--- src/rtl/lives_hud_renderer.sv ---
// Lives counter, lost-life blink animation and renderer for the row of frog
// icons in the HUD. Define LIVES_BLINK_EN to build the BLINK state and counter.
module lives_hud_renderer #(
  parameter int X0           = 16,
  parameter int Y0           = 452,
  parameter int MAX_LIVES    = 5,
  parameter int START_LIVES  = 3,
  parameter int BLINK_FRAMES = 64
) (
  input  logic       Clk,
  input  logic       Reset,
  input  logic       frame_start,
  input  logic       lose_life,
  input  logic       new_game,
  input  logic [9:0] DrawX,
  input  logic [9:0] DrawY,
  output logic [9:0] rom_addr,
  input  logic [3:0] rom_data,
  output logic [2:0] lives,
  output logic       game_over,
  output logic       hud_on,
  output logic [3:0] hud_color_idx
);

  localparam logic [9:0] X0_V       = 10'(X0);
  localparam logic [9:0] Y0_V       = 10'(Y0);
  localparam logic [4:0] MAX_SLOT   = 5'(MAX_LIVES);
  localparam logic [2:0] START_V    = 3'(START_LIVES);

`ifdef LIVES_BLINK_EN
  localparam logic [7:0] BLINK_LAST = 8'(BLINK_FRAMES - 1);
  typedef enum logic [1:0] {IDLE, BLINK, OVER} state_t;
`else
  typedef enum logic {IDLE, OVER} state_t;
`endif

  state_t     state_q, state_d;
  logic [2:0] lives_q, lives_d;
  logic       hit_q, hit_d;
  logic [9:0] dx, dy;
  logic [4:0] slot, lx, ly;
  logic       in_region, slot_vis;

`ifdef LIVES_BLINK_EN
  logic [7:0] blink_cnt_q, blink_cnt_d;
`else
  logic [8:0] unused_cfg;
  assign unused_cfg = {frame_start, 8'(BLINK_FRAMES - 1)};
`endif

  always_ff @(posedge Clk) begin
    if (Reset) begin
      state_q <= IDLE;
      lives_q <= START_V;
      hit_q   <= 1'b0;
    end else begin
      state_q <= state_d;
      lives_q <= lives_d;
      hit_q   <= hit_d;
    end
  end

`ifdef LIVES_BLINK_EN
  always_ff @(posedge Clk) begin
    if (Reset) blink_cnt_q <= '0;
    else       blink_cnt_q <= blink_cnt_d;
  end
`endif

  // new_game outranks lose_life; a loss restarts the blink on the new slot
  always_comb begin
    state_d = state_q;
    lives_d = lives_q;
`ifdef LIVES_BLINK_EN
    blink_cnt_d = blink_cnt_q;
    if (new_game) begin
      state_d     = IDLE;
      lives_d     = START_V;
      blink_cnt_d = '0;
    end else if (lose_life && lives_q != 3'd0) begin
      state_d     = BLINK;
      lives_d     = lives_q - 3'd1;
      blink_cnt_d = '0;
    end else if (state_q == BLINK && frame_start) begin
      if (blink_cnt_q == BLINK_LAST) begin
        state_d     = (lives_q == 3'd0) ? OVER : IDLE;
        blink_cnt_d = '0;
      end else begin
        blink_cnt_d = blink_cnt_q + 8'd1;
      end
    end
`else
    if (new_game) begin
      state_d = IDLE;
      lives_d = START_V;
    end else if (lose_life && lives_q != 3'd0) begin
      lives_d = lives_q - 3'd1;
      state_d = (lives_q == 3'd1) ? OVER : IDLE;
    end
`endif
  end

  always_comb begin
    dx        = DrawX - X0_V;
    dy        = DrawY - Y0_V;
    slot      = dx[9:5];
    lx        = dx[4:0];
    ly        = dy[4:0];
    in_region = (DrawX >= X0_V) && (DrawY >= Y0_V) && (dy < 10'd24) &&
                (slot < MAX_SLOT) && (lx < 5'd24);
    slot_vis  = slot < {2'b00, lives_q};
`ifdef LIVES_BLINK_EN
    if (state_q == BLINK && slot == {2'b00, lives_q} && blink_cnt_q[3])
      slot_vis = 1'b1;
`endif
    rom_addr      = in_region ? ({1'b0, ly, 4'b0000} + {2'b00, ly, 3'b000} + {5'b00000, lx})
                              : 10'd0;
    hit_d         = in_region && slot_vis;
    hud_on        = hit_q && (rom_data != 4'd0);
    hud_color_idx = hud_on ? rom_data : 4'd0;
    lives         = lives_q;
    game_over     = (state_q == OVER);
  end

endmodule

--- config.mk ---
export PLATFORM = sky130hd
export DESIGN_NAME = lives_hud_renderer
export DESIGN_NICKNAME = d
export VERILOG_FILES = /design/src/rtl/lives_hud_renderer.sv
export SDC_FILE = /design/constraint.sdc
export NUM_CORES = 1
export LEC_CHECK = 0
export BUFFER_PORTS_ARGS = -buffer_cell sky130_fd_sc_hd__buf_2
export CAP_MARGIN = 40
export CELL_PAD_IN_SITES_DETAIL_PLACEMENT = 0
export CELL_PAD_IN_SITES_GLOBAL_PLACEMENT = 1
export CORE_MARGIN = 4
export CORE_UTILIZATION = 35
export DETAILED_ROUTE_END_ITERATION = 10
export PLACE_DENSITY_LB_ADDON = 0.12
export REMOVE_ABC_BUFFERS = 1
export SYNTH_ARGS = -nofsm -noshare
export SYNTH_HDL_FRONTEND = slang
export SYNTH_SLANG_ARGS = --single-unit
--- constraint.sdc ---
create_clock -name Clk -period 4.7 [get_ports Clk]
set_input_delay 0.705 -clock Clk [delete_from_list [all_inputs] [get_ports Clk]]
set_output_delay 0.705 -clock Clk [all_outputs]
set_load 0.02 [all_outputs]
Yosys cells after proc, flatten, opt, wreduce, memory -nomap -nowiden
Index checks and enable logic that the tools add are counted.

Reduce and logical (&&, ||, !) cells: 10. Multiplexer cells: 3. Order comparisons: 6. Equal/unequal tests: 1. Add/sub/neg operators: 5.

Operators with widths (count): $add 10x5->10 (1); $add 9x8->10 (1); $ge 10x5->1 const B (1); $ge 10x9->1 const B (1); $lt 10x5->1 const B (1); $mux 10 (1); $sub 10x5->10 const B (1); $sub 10x9->10 const B (1); $logic_and 1x1->1 (7); $lt 5x3->1 (1); $lt 5x3->1 const B (1); $lt 5x5->1 const B (1); $mux 4 (1); $reduce_bool 4->1 (1); $eq 3x1->1 const B (1); $reduce_bool 3->1 (1); $sub 3x1->3 const B (1); $reduce_or 2->1 (1); $mux 1 (1).

Bits in registers: 5.

Logic depth before layout (Yosys ltp)
Gate-level depths: netlist of run 1.

Word-level depth: 6. Mapped depth: 9. Gate-level depth less buffers: 9.

Least setup slack after synthesis of run 1
OpenSTA, ideal clock, no wires.

Kind: in2out. From: input DrawX[4]. To: output rom_addr[8]. Stages on the path: 8. Data arrival time: 2.779 ns. Required time: 3.995 ns. Path slack: 1.216 ns. Path buffers: 0. Path through: inv_1 > fa_1 > ha_1 > fa_1 > a21o_1 > a21oi_1 > xor2_1 > nor4_2.

Longest elaborated chain between the ends: 6.

RTL lines: start: declaration (line 15) `input logic [9:0] DrawX,`; parallel branches: the longest is 5 deep, another holds $sub 10x5->10; $mux 10 * (line 116) `rom_addr = in_region ? ({1'b0, ly, 4'b0000} + {2'b00, ly, 3'b000} + {5'b00000, lx})`; end: declaration (line 17) `output logic [9:0] rom_addr,`.

Every way passes the cells marked *.

Worst setup path after layout of run 1
Ends and elaborated chain as after synthesis.

==> results.yml, run 1 <==
clock_network:
  post_cts_buffers: 0
  clkLatencyLatePin_ns: 0.24
  cts_max_level: 1
  max-clock-path-buffers: 2
  cts_root_buffer: "clkbuf_4"
  clk_pin_slew_ns: 0.04
  cts.repair.resized: 0
  cts_sinks: 5
  cts_tree: "done"
  postCtsHoldBufs: 0
  numCtsBuffers: 3
die:
  top_level_ports: 48
  rows: 19
  fp.dieH_um: 61.3
  core_um2: 2730
  die_area_um2: 3750
  die_w_um: 61.3
  initial_core_util_pct: 36.3
placed_design:
  dpl.hpwl_um: 1950
  routabilityCongestion: 0.711
  port_buffers: 46
  dpl-instance-area_um2: 1240
yosys:
  synth_cell_type_count: 35
  yosysTopAreaCell: "ha_1"
  synth_cells: 115
  syn_area_per_cell_um2: 8.64
  yosys_most_used_dff: "dfxtp_1"
  seq_area_frac_synth_pct: 10.1
  synthArstFlopShare_pct: 0
  yosysWarnings: 0
  synth_area_leaders: "ha_1, nor4_2, dfxtp_1, inv_1, xnor2_1"
  synthTopCellsByCount: "ha_1, inv_1, nor4_2, xnor2_1, xor2_1"
  syn_area_um2: 993
  ys_seq_elements: 5
  synth_edf_count: 0
  yosysTopAreaCellShare_pct: 22.7
worst_hold_path:
  hold_class: "register to register"
  min-delay-start: "lives[1]"
final_layout:
  antenna_cells: 0
  stdcell_area_um2: 1270
  area_growth_pct: 27.8
  nets: 212
  final_layout_size_suffix_gt1_share_pct: 38.3
timing:
  fin_crit_ns: 3.63
  rsz0062_at_grt: "false"
  setup_viol: 0
  hold_viol_final: 0
  period_share_pct: 77.3
  timing.fmax_mhz: 275
  drv_slew: 0
  worstMarginPinSlew_ns: 0.752
  slew-limit-headroom_pct: 49.7
  clock_skew_ns: 0.000316
  setup-tns-final_ns: 0
worst_setup_path:
  rrSetupSlack_ns: 3.31
  r2r_start: "lives[0]"
  startpoint_type: "input port"
  crit_start: "DrawX[4]"
  crit_arrival_ns: 2.93
  cp-end-kind: "output pin"
  cp_data_required_time_ns: 3.99
  crit_end: "rom_addr[8]"
  reg2reg_depth: 6
  critical_path_class: "input port to output pin"
  cp_max_fo: 3
  rr_endpoint: "lives[0]"
detailed_routing:
  drtAntennaViolNets: 0
  avgRoutedWirePerCell_um: 11.4
  via_per_inst: 5.17
  drtPass1Iterations: 4
  drc: 0
  initialDrtViolationCount: 49
  vias: 997
  wirelength_um: 2210
global_routing:
  grt_pass1_wl_um: 3640
  track_usage_pct: 12.8
  antenna_found_initial: 0
  grt_pass1_vias: 863
  grt-ovfl-total: 0
  grt_max_degree: 12
pwr:
  vdd_ir_drop_max_uv: 128
  total_power_mw: 0.194
  p_leak_nw: 0.661
  power.density_nw_per_um2: 153
status:
  status: "finished clean"
job:
  maxCapViolCount: 0
[cell families (layout without fill, tap and decap cells)]
family	after synthesis	in the layout	synth area share, %
simple gates	36	36	29.3
buf+inv	21	68	8.69
fa+ha+maj	20	20	26.7
compound gates	20	20	13.7
xor+xnor	13	13	11.5
flops	5	5	10.1
[power breakdown]
part           leakage, nW  internal (mW)  total [mW]  switching, mW
clock network       0.0150         0.0321      0.0505         0.0184
logic                0.605         0.0419      0.0993         0.0574
registers           0.0406         0.0435      0.0442       0.000700
total                0.661          0.118       0.194         0.0765
[registers in the layout, summed over array words and instances (netlist names)]
name       cells
lives          3
game_over      1
hit_q          1
[cells in the final DEF, fill, tap and decap left out, types with 2 or more instances in the layout]
master and count:
o211ai_1 2, buf_2 46, o21ai_0 4, nand2_1 5, nor4_1 2, inv_1 18
ha_1 18, dfxtp_1 5, nor4_2 9, a21o_1 2, fa_1 2, xnor2_1 7
xor2_1 6, nor2_1 2, clkbuf_4 3, nor3_1 3, and2_1 4, nand4_1 2
a21oi_1 5
[metrics by stage]
stage | std cells | hold slack [ns] | util, % | worst slack [ns]
after CTS | 193 | 0.515 | 46.5 | 1.04
after global routing | 193 | 0.535 | 46.5 | 0.912
after global placement | 189 | 0.485 | 45.5 | 1.04
after detailed placement | 189 | 0.507 | 45.5 | 1.04
final | 193 | 0.508 | 46.5 | 1.07
after floorplan | 112 | 0.577 | - | 1.22
[worst max-delay path, cell delays in order]
cell and delay [ns]:
buf_2 0.10, inv_1 0.11, fa_1 0.43, ha_1 0.25, fa_1 0.42, a21o_1 0.20, a21oi_1 0.16, xor2_1 0.09
nor4_2 0.24, buf_2 0.21
[final cells by class]
| cell class | instances | area [µm²] |
|---|---|---|
| inverter | 18 | 67.6 |
| clock buffer | 4 | 26.3 |
| tap | 31 | 38.8 |
| timing repair buffer | 46 | 230 |
| fill | 288 | 1460 |
| multi-input combinational | 89 | 807 |
| sequential | 5 | 100 |
[how the worst min path moves through the flow]
| stage | end | slack (ns) | depth (start not counted) |
|---|---|---|---|
| after global routing | game_over | 0.54 | 2 |
| after floorplan | lives[1] | 0.58 | 2 |
| final | lives[1] | 0.51 | 2 |
| after detailed placement | game_over | 0.51 | 2 |
| after CTS | lives[1] | 0.52 | 2 |
| after global placement | lives[1] | 0.49 | 2 |
[metal layers]
| metal | track usage [%] | share of wire, % | vias to the layer above |
|---|---|---|---|
| met3 | 3.77 | 6.9 | 2 |
| met4 | 2.79 | 0.77 | 0 |
| met1 | 15.6 | 40 | 462 |
| met2 | 22.2 | 52 | 28 |
| met5 | 0 | 0 | - |
| li1 | - | - | 505 |
Note: power is estimated with default switching activity, not from simulation.
==> run 2, diff against run 1 <==
- ABC_AREA: unset -> 1
- CORE_UTILIZATION: 35 -> 31
- clock period: 4.7 -> 3.7 ns (I/O delays scaled with it)
==> run 2 against run 1 <==
- die area rose by 18%
- clock skew is 0.0058 ns higher
- combinational power rose by 22%
- non-clock buffer count unchanged
- first-iteration DRC count fell by 37%
- sequential cell count is the same
- area after synthesis rose by 6.7%
- power increased by 24%
==> results.yml, run 2 <==
clock_network:
  cts.repair.resized: 0
  clk_pin_slew_ns: 0.04
  postCtsHoldBufs: 0
  cts_tree: "done"
  cts_root_buffer: "clkbuf_4"
  numCtsBuffers: 3
  post_cts_buffers: 0
  clkLatencyLatePin_ns: 0.24
  cts_sinks: 5
  max-clock-path-buffers: 2
  cts_max_level: 1
timing:
  timing.fmax_mhz: 306
  slew-limit-headroom_pct: 58.5
  worstMarginPinSlew_ns: 0.620
  setup_viol: 0
  hold_viol_final: 0
  fin_crit_ns: 3.27
  clock_skew_ns: 0.00613
  setup_slack_ns: 0.430
  period_share_pct: 88.4
  drv_slew: 0
  rsz0062_at_grt: "false"
  setup-tns-final_ns: 0
yosys:
  synth_most_common_cell: "nand2_1"
  syn_area_um2: 1060
  yosys_most_used_dff: "dfxtp_1"
  synthArstFlopShare_pct: 0
  ys_seq_elements: 5
  synth_cells: 168
  synthTopCellsByCount: "nand2_1, inv_1, ha_1, nor2_1, nand3_1"
  syn_area_per_cell_um2: 6.31
  synth_area_leaders: "ha_1, nand2_1, inv_1, dfxtp_1, nor3_2"
  yosysWarnings: 0
  synth_edf_count: 0
  synth_cell_type_count: 24
  seq_area_frac_synth_pct: 9.45
  yosysTopAreaCell: "ha_1"
  yosysTopAreaCellShare_pct: 21.3
global_routing:
  antenna_found_initial: 0
  grt_max_degree: 12
  track_usage_pct: 11.3
  grt_pass1_vias: 1062
  grt_pass1_wl_um: 4080
  grt-ovfl-total: 0
final_layout:
  antenna_cells: 0
  nets: 266
  final_cells: 260
  final_common_cell: "buf_2"
  final_layout_size_suffix_gt1_share_pct: 29.2
  largest_register_ffs: 3
  area_growth_pct: 27.3
  layout_common_cells: "buf_2, nand2_1, inv_1"
die:
  die_area_um2: 4420
  die_w_um: 66.5
  core_um2: 3150
  fp.dieH_um: 66.5
  initial_core_util_pct: 33.6
  rows: 20
  top_level_ports: 48
pwr:
  vdd_ir_drop_max_uv: 95.5
  power.density_nw_per_um2: 179
  p_leak_nw: 0.790
worst_setup_path:
  cp_common_cell: "ha_1"
  cp_num_buf_inv: 4
  crit_arrival_ns: 2.72
  cp-end-kind: "output pin"
  slowest_stage: "ha_1"
  cp_data_required_time_ns: 3.14
  critical-path-top-delay-family: "adder cells"
  critical_path_class: "input port to output pin"
  startpoint_type: "input port"
  cp_max_fo: 4
  slowest_delay_ns: 0.35
  crit_chain: "buf_2 -> inv_1 -> ha_1 -> nand2_1 -> and2_1 -> ha_1 -> ha_1 -> a21oi_1 -> nand2_1 -> xor2_1 -> inv_1 -> nor3_2 -> buf_2"
detailed_routing:
  drc: 0
  wirelength_um: 2430
  vias: 1136
  initialDrtViolationCount: 31
  drtAntennaViolNets: 0
  avgRoutedWirePerCell_um: 9.35
  drtPass1Iterations: 4
  via_per_inst: 4.37
placed_design:
  dpl_worst_slack_ns: 0.401
  dpl.hpwl_um: 2190
  port_buffers: 46
  dp.cells: 256
  routabilityCongestion: 0.846
worst_hold_path:
  hold_class: "register to register"
job:
  maxCapViolCount: 0
status:
  status: "finished clean"
[run 2: cell count changes after synthesis, moves of 9 or more]
cell     delta
nor2_1     +14
nor4_2      -9
nand2_1    +33
inv_1      +16
nand3_1    +12
nor3_2     +10
[run 2: through the flow]
step	hold WS [ns]	util (%)	power, mW	area (µm²)
final	0.463	42.8	0.241	1350
after global routing	0.491	42.8	0.267	1350
after CTS	0.462	42.8	0.245	1350
after detailed placement	0.456	41.9	0.180	1320
after global placement	0.450	41.9	0.178	1320
after floorplan	0.539	-	0.144	1040
[run 2: power by group]
part | total (mW) | internal [mW] | switching (mW) | leakage, nW
clock network | 0.0635 | 0.0408 | 0.0227 | 0.0150
logic | 0.121 | 0.0501 | 0.0714 | 0.734
registers | 0.0561 | 0.0552 | 0.000928 | 0.0406
total | 0.241 | 0.146 | 0.0950 | 0.790
[run 2: area by class of cell]
cell class / count / area [µm²]
Tap cell: 44 / 55.1
Fill cell: 377 / 1800
Multi-Input combinational cell: 125 / 802
Timing Repair Buffer: 46 / 230
Inverter: 36 / 135
Clock buffer: 4 / 26.3
Sequential cell: 5 / 100
[run 2: worst register-to-register path: stages (launching register included)]
cell and delay (ns):
dfxtp_1 0.38, inv_1 0.10, ha_1 0.20, nand2_1 0.06, nand2_1 0.10, inv_1 0.11
nand2_1 0.07, o21ai_0 0.15, a21oi_1 0.05
[run 2: worst paths after layout]
| check | start | endpoint | slack [ns] | cells past startpoint |
|---|---|---|---|---|
| worst min register to register | game_over | game_over | 0.46 | 2 |
| worst min-delay path | game_over | game_over | 0.46 | 2 |
| worst max register to register | lives[0] | lives[2] | 2.38 | 8 |
| worst max-delay path | DrawY[3] | rom_addr[8] | 0.43 | 13 |
[run 2: cell families after synthesis]
logic type	count (synthesis)	synth area share (%)
fa+ha+maj	20	25.0
compound gates	16	8.15
simple gates	85	39.2
buf+inv	38	14.9
xor+xnor	4	3.31
flops	5	9.45
[run 2: per-layer routing]
| layer | GRT usage, % | vias up | part of all wire [%] |
|---|---|---|---|
| met3 | 0.675 | 6 | 5.6 |
| li1 | - | 620 | - |
| met5 | 0 | - | 0 |
| met2 | 21.7 | 33 | 48 |
| met4 | 4.57 | 0 | 1.9 |
| met1 | 12.6 | 477 | 45 |
